File: config.mk
export PLATFORM = sky130hd
export DESIGN_NAME = idu_queue
export DESIGN_NICKNAME = d
export VERILOG_FILES = /design/src/rtl/idu_queue.sv
export SDC_FILE = /design/constraint.sdc
export NUM_CORES = 1
export LEC_CHECK = 0
export BUFFER_PORTS_ARGS = -buffer_cell sky130_fd_sc_hd__buf_2
export CAP_MARGIN = 20
export CELL_PAD_IN_SITES_DETAIL_PLACEMENT = 0
export CELL_PAD_IN_SITES_GLOBAL_PLACEMENT = 1
export CORE_AREA = 2 2 146 148
export DETAILED_ROUTE_END_ITERATION = 7
export DIE_AREA = 0 0 148 150
export PLACE_DENSITY = 0.77
export SLEW_MARGIN = 20
export SYNTH_ARGS = -nofsm -noshare
export SYNTH_HDL_FRONTEND = slang
export SYNTH_SLANG_ARGS = --single-unit
File: constraint.sdc
create_clock -name clk -period 10.1 [get_ports clk]
set_input_delay 0.505 -clock clk [delete_from_list [all_inputs] [get_ports clk]]
set_output_delay 0.505 -clock clk [all_outputs]
set_load 0.03 [all_outputs]
File: src/rtl/idu_queue.sv
// Instruction decode queue: decodes RV instructions on enqueue and holds the decoded fields
// in a small FIFO. The outputs present the oldest entry and read as zero when the queue is empty.
module idu_queue #(
  parameter int unsigned XLEN  = 32,
  parameter int unsigned DEPTH = 2
) (
  input  logic                     clk,
  input  logic                     rst,
  input  logic                     flush,
  input  logic                     in_valid,
  output logic                     in_ready,
  input  logic [31:0]              in_inst,
  input  logic [XLEN-1:0]          in_pc,
  output logic                     out_valid,
  input  logic                     out_ready,
  output logic [XLEN-1:0]          out_pc,
  output logic                     d0en,
  output logic                     s1en,
  output logic                     s2en,
  output logic [XLEN-1:0]          d0imm,
  output logic [4:0]               s1,
  output logic [XLEN-1:0]          s2imm,
  output logic [9:0]               fun,
  output logic [5:0]               itype,
  output logic                     illegal,
  output logic [$clog2(DEPTH):0]   count
);

  localparam int unsigned PtrW = $clog2(DEPTH);
  localparam logic [PtrW:0] CntMax = (PtrW+1)'(DEPTH);

  typedef struct packed {
    logic [XLEN-1:0] pc;
    logic            d0en;
    logic            s1en;
    logic            s2en;
    logic [XLEN-1:0] d0imm;
    logic [4:0]      s1;
    logic [XLEN-1:0] s2imm;
    logic [9:0]      fun;
    logic [5:0]      itype;
    logic            illegal;
  } entry_t;

  logic [6:0]      w_opcode;
  logic            w_r, w_i, w_s, w_b, w_u, w_j, w_env, w_ill;
  logic [XLEN-1:0] w_imm_i, w_imm_s, w_imm_b, w_imm_u, w_imm_j;
  entry_t          w_dec;
  entry_t          w_head;
  logic            w_push, w_pop;

  entry_t          r_mem [DEPTH];
  logic [PtrW-1:0] r_wptr, r_rptr;
  logic [PtrW:0]   r_count;

  assign w_opcode = in_inst[6:0];
  assign w_env    = (w_opcode == 7'b1110011);

  always_comb begin
    w_r = 1'b0; w_i = 1'b0; w_s = 1'b0; w_b = 1'b0; w_u = 1'b0; w_j = 1'b0; w_ill = 1'b0;
    case (w_opcode)
      7'b0110011:                                     w_r = 1'b1;
      7'b0010011, 7'b0000011, 7'b1100111, 7'b1110011: w_i = 1'b1;
      7'b0100011:                                     w_s = 1'b1;
      7'b1100011:                                     w_b = 1'b1;
      7'b0110111, 7'b0010111:                         w_u = 1'b1;
      7'b1101111:                                     w_j = 1'b1;
      default:                                        w_ill = 1'b1;
    endcase
  end

  // Signed casts sign-extend each immediate from inst[31] up to XLEN.
  assign w_imm_i = XLEN'($signed(in_inst[31:20]));
  assign w_imm_s = XLEN'($signed({in_inst[31:25], in_inst[11:7]}));
  assign w_imm_b = XLEN'($signed({in_inst[31], in_inst[7], in_inst[30:25], in_inst[11:8], 1'b0}));
  assign w_imm_u = XLEN'($signed({in_inst[31:12], 12'b0}));
  assign w_imm_j = XLEN'($signed({in_inst[31], in_inst[19:12], in_inst[20], in_inst[30:21],
                                  1'b0}));

  always_comb begin
    w_dec         = '0;
    w_dec.pc      = in_pc;
    w_dec.itype   = {w_r, w_i, w_s, w_b, w_u, w_j};
    w_dec.illegal = w_ill;
    w_dec.d0en    = w_r | w_u | w_j | (w_i & ~w_env);
    w_dec.s1en    = w_r | w_s | w_b | (w_i & ~w_env);
    w_dec.s2en    = w_r | w_s | w_b;

    if (w_dec.d0en)    w_dec.d0imm = XLEN'(in_inst[11:7]);
    else if (w_s)      w_dec.d0imm = w_imm_s;
    else if (w_b)      w_dec.d0imm = w_imm_b;

    if (w_dec.s1en)    w_dec.s1 = in_inst[19:15];

    if (w_dec.s2en)    w_dec.s2imm = XLEN'(in_inst[24:20]);
    else if (w_i)      w_dec.s2imm = w_imm_i;
    else if (w_u)      w_dec.s2imm = w_imm_u;
    else if (w_j)      w_dec.s2imm = w_imm_j;

    if (!(w_u | w_j | w_ill)) w_dec.fun[9:7] = in_inst[14:12];
    if (w_r)                  w_dec.fun[6:0] = in_inst[31:25];
  end

  // Flush wins over both same-cycle handshakes.
  assign in_ready  = (r_count < CntMax) & ~rst;
  assign out_valid = (r_count != '0);
  assign w_push    = in_valid & in_ready & ~flush;
  assign w_pop     = out_valid & out_ready & ~flush;

  always_ff @(posedge clk) begin
    if (w_push) r_mem[r_wptr] <= w_dec;
  end

  always_ff @(posedge clk or posedge rst) begin
    if (rst) begin
      r_wptr  <= '0;
      r_rptr  <= '0;
      r_count <= '0;
    end else if (flush) begin
      r_wptr  <= '0;
      r_rptr  <= '0;
      r_count <= '0;
    end else begin
      if (w_push) r_wptr <= r_wptr + 1'b1;
      if (w_pop)  r_rptr <= r_rptr + 1'b1;
      if (w_push && !w_pop)      r_count <= r_count + (PtrW+1)'(1);
      else if (!w_push && w_pop) r_count <= r_count - (PtrW+1)'(1);
    end
  end

  always_comb begin
    w_head = '0;
    if (out_valid) w_head = r_mem[r_rptr];
  end

  assign count   = r_count;
  assign out_pc  = w_head.pc;
  assign d0en    = w_head.d0en;
  assign s1en    = w_head.s1en;
  assign s2en    = w_head.s2en;
  assign d0imm   = w_head.d0imm;
  assign s1      = w_head.s1;
  assign s2imm   = w_head.s2imm;
  assign fun     = w_head.fun;
  assign itype   = w_head.itype;
  assign illegal = w_head.illegal;

endmodule

==> flow_summary_export.csv <==
group,metric,value,unit
global_route,antenna_found_initial,2,
power_and_ir_drop,p_leak,3.78,nW
placed_design,post-place-ws,7020,ps
sta,tightest_slew,1020,ps
drt,drt_iter0_markers,338,
sta,slew_headroom,31.9,%
synthesis,synth_flop_cell,"edfxtp_1",
drt,totalWireLength,18.8,mm
die,initial_utilization,43.0,%
synthesis,ys_ff_latch,208,
job,cap_viol_max_count,0,
synthesis,netlist_instances,602,
global_route,grt_max_degree,75,
final_layout,insertedDiodeCount,0,
sta,tns,0,ps
drt,drc,0,
power_and_ir_drop,ir_worst_vdd,0.147,mV
synthesis,syn_avg_cell_area,14.8,um^2
cts,path_clk_slew,60,ps
sta,setup_slack,6500,ps
worst_setup_path,required,9600,ps
worst_setup_path,crit_path_end_kind,"primary output",
cts,cts_root_buf,"clkbuf_16",
die,core,20700,um^2
synthesis,synth_nets,671,
drt,routed-via-count,5369,
drt,drt_pass1_iterations,7,
global_route,grt_pass1_vias,5342,
synthesis,ys_warn_count,0,
sta,fin_crit_sh,35.6,%
final_layout,nFillCells,1790,
drt,vias_per_cell,5.05,
final_layout,finalNetCount,842,
placed_design,gp_congestion,0.778,
global_route,track_usage,16.5,%
sta,finClkSkew,19.7,ps
power_and_ir_drop,power_density,180,nW/um^2
worst_setup_path,crit_arrival,3090,ps
sta,fmax,278,MHz
sta,finalCriticalPeriod,3600,ps
final_layout,layout-drive-gt1-share,31.2,%
final_layout,layout_commonest_cell,"edfxtp_1",
global_route,grt-ovfl-total,0,
synthesis,synth_edf_count,204,
worst_setup_path,crit_type,"register to primary output",
sta,setup_viol,0,
worst_setup_path,r2r-start,"count[1]$_DFFE_PP0P_",
cts,clkSinkCount,208,
drt,final_antenna_net_count,0,
die,rows,53,
placed_design,hpwl,12.2,mm
worst_setup_path,critPathMaxFanout,55,
hold_path,min_path_type,"primary input to register",
run_status,outcome,"complete, no violations",
final_layout,postLayoutCoreUtil,51.3,%
drt,wl_per_cell,17.7,um
cts,cts_htree_levels,1,
die,fp.dieH,150,um
synthesis,syn_area,8890,um^2
final_layout,most-common-layout-cells,"204 x edfxtp_1, 193 x buf_2, 115 x nor2_1",
sta,slew_violations,0,
placed_design,io_buffers,193,
hold_path,hold_start,"in_pc[25]",
sta,hold_viol,0,
die,num_io_pins,194,
cts,cts_tree,"done",
global_route,grt_pass1_wl,28.5,mm
final_layout,syn_to_final_growth,19.4,%
cts,cts_buffer_depth,3,
sta,rsz0062_at_grt,"no",
cts,cts_buffers,22,
die,die_x,148,um
worst_setup_path,critPathLaunchType,"register",
cts,clk_latency,510,ps
synthesis,seq_area_frac_synth,70.0,%
synthesis,async_reset_ff_share,1.92,%
worst_setup_path,cp-startpoint,"r_rptr$_DFFE_PP0P_",
synthesis,yosysUniqueCellTypes,40,
die,dieArea,22200,um^2
power breakdown:
part           leakage (nW)  switching (mW)  internal (mW)
clock network         0.309           0.311          0.404
registers              1.76          0.0130          0.967
logic                  1.71           0.151         0.0663
Yosys cell counts (all sizes together) (5+ instances only):
| cell | number | area share [%] |
|---|---|---|
| o2bb2ai | 21 | 2.3 |
| nor2 | 116 | 4.9 |
| buf | 46 | 3.3 |
| nand2b | 6 | 0.42 |
| and2 | 28 | 2.0 |
| and3 | 5 | 0.35 |
| nor3b | 7 | 0.59 |
| clkbuf | 8 | 0.34 |
| edfxtp | 204 | 69 |
| nand2 | 10 | 0.42 |
| mux2i | 103 | 12 |
per-layer routing:
layer | GRT usage (%) | wire length, um | up-vias
li1 | - | - | 2542
met1 | 21.5 | 7920 | 2594
met2 | 27.5 | 9020 | 203
met3 | 4.21 | 1430 | 30
met4 | 4.67 | 410 | 0
met5 | 0 | 0 | -
per-stage QoR:
| step | power [mW] | cell area [um^2] | instances | hold WS (ps) |
|---|---|---|---|---|
| 2_1_floorplan | 1.15 | 8890 | 602 | 271 |
| 3_3_place_gp | 1.21 | 9950 | 1023 | 409 |
| 3_5_place_dp | 1.22 | 9960 | 1023 | 431 |
| 4_1_cts | 1.94 | 10600 | 1063 | 161 |
| 5_1_grt | 1.98 | 10600 | 1063 | 163 |
| 6_report | 1.91 | 10600 | 1063 | 186 |
flip-flops by register name, summed over array words and instances (netlist names):
register	cells
r_wptr	1
r_mem	204
r_rptr	1
count	2
kinds of logic (layout without fill, tap and decap cells):
family                    Yosys count  in the layout  synth area share (%)
DFF                               208            208                  70.0
muxes                             103            103                  11.6
AOI/OAI and AO/OA                  37             37                  3.70
buffers and inverters              57            243                  3.76
and+or+nand+nor                   194            194                  10.7
xor gates and xnor gates            3              3                 0.295
worst max-delay path: stages (launching register included):
cell and delay [ps]:
dfrtp_4 1020, buf_4 810, mux2i_1 170, nor2_1 220
buf_2 240
worst paths after layout:
path / endpoint / slack [ps] / cells after the start
max in group asynchronous: r_rptr$_DFFE_PP0P_ / 9460 / 3
worst min register to register: r_wptr$_DFFE_PP0P_ / 590 / 2
min in group asynchronous: r_rptr$_DFFE_PP0P_ / 470 / 3
worst max register to register: r_mem[1][30]$_DFFE_PP_ / 7620 / 3
worst min-delay path: r_mem[0][114]$_DFFE_PP_ / 190 / 1
worst max-delay path: s2imm[31] / 6500 / 4
area by class of cell:
type                    instances  area, um^2  area share [%]
flip-flops and latches        208        6230            58.7
multi-input cells             337        2360            22.2
repair buffers                201        1030            9.69
clock buffers                  29         577            5.43
well taps                     275         344            3.24
clock inverters                10        67.6           0.636
inverters                       3        11.3           0.106
what timing repair did:
| item | in CTS | in global routing |
|---|---|---|
| hold endpoints to repair | 4 | 0 |
| hold buffers | 1 | 0 |
| gates resized for setup | 0 | 0 |
| setup endpoints to repair | 0 | 0 |
| setup buffers | 0 | 0 |
Note: power is estimated with default switching activity, not from simulation.
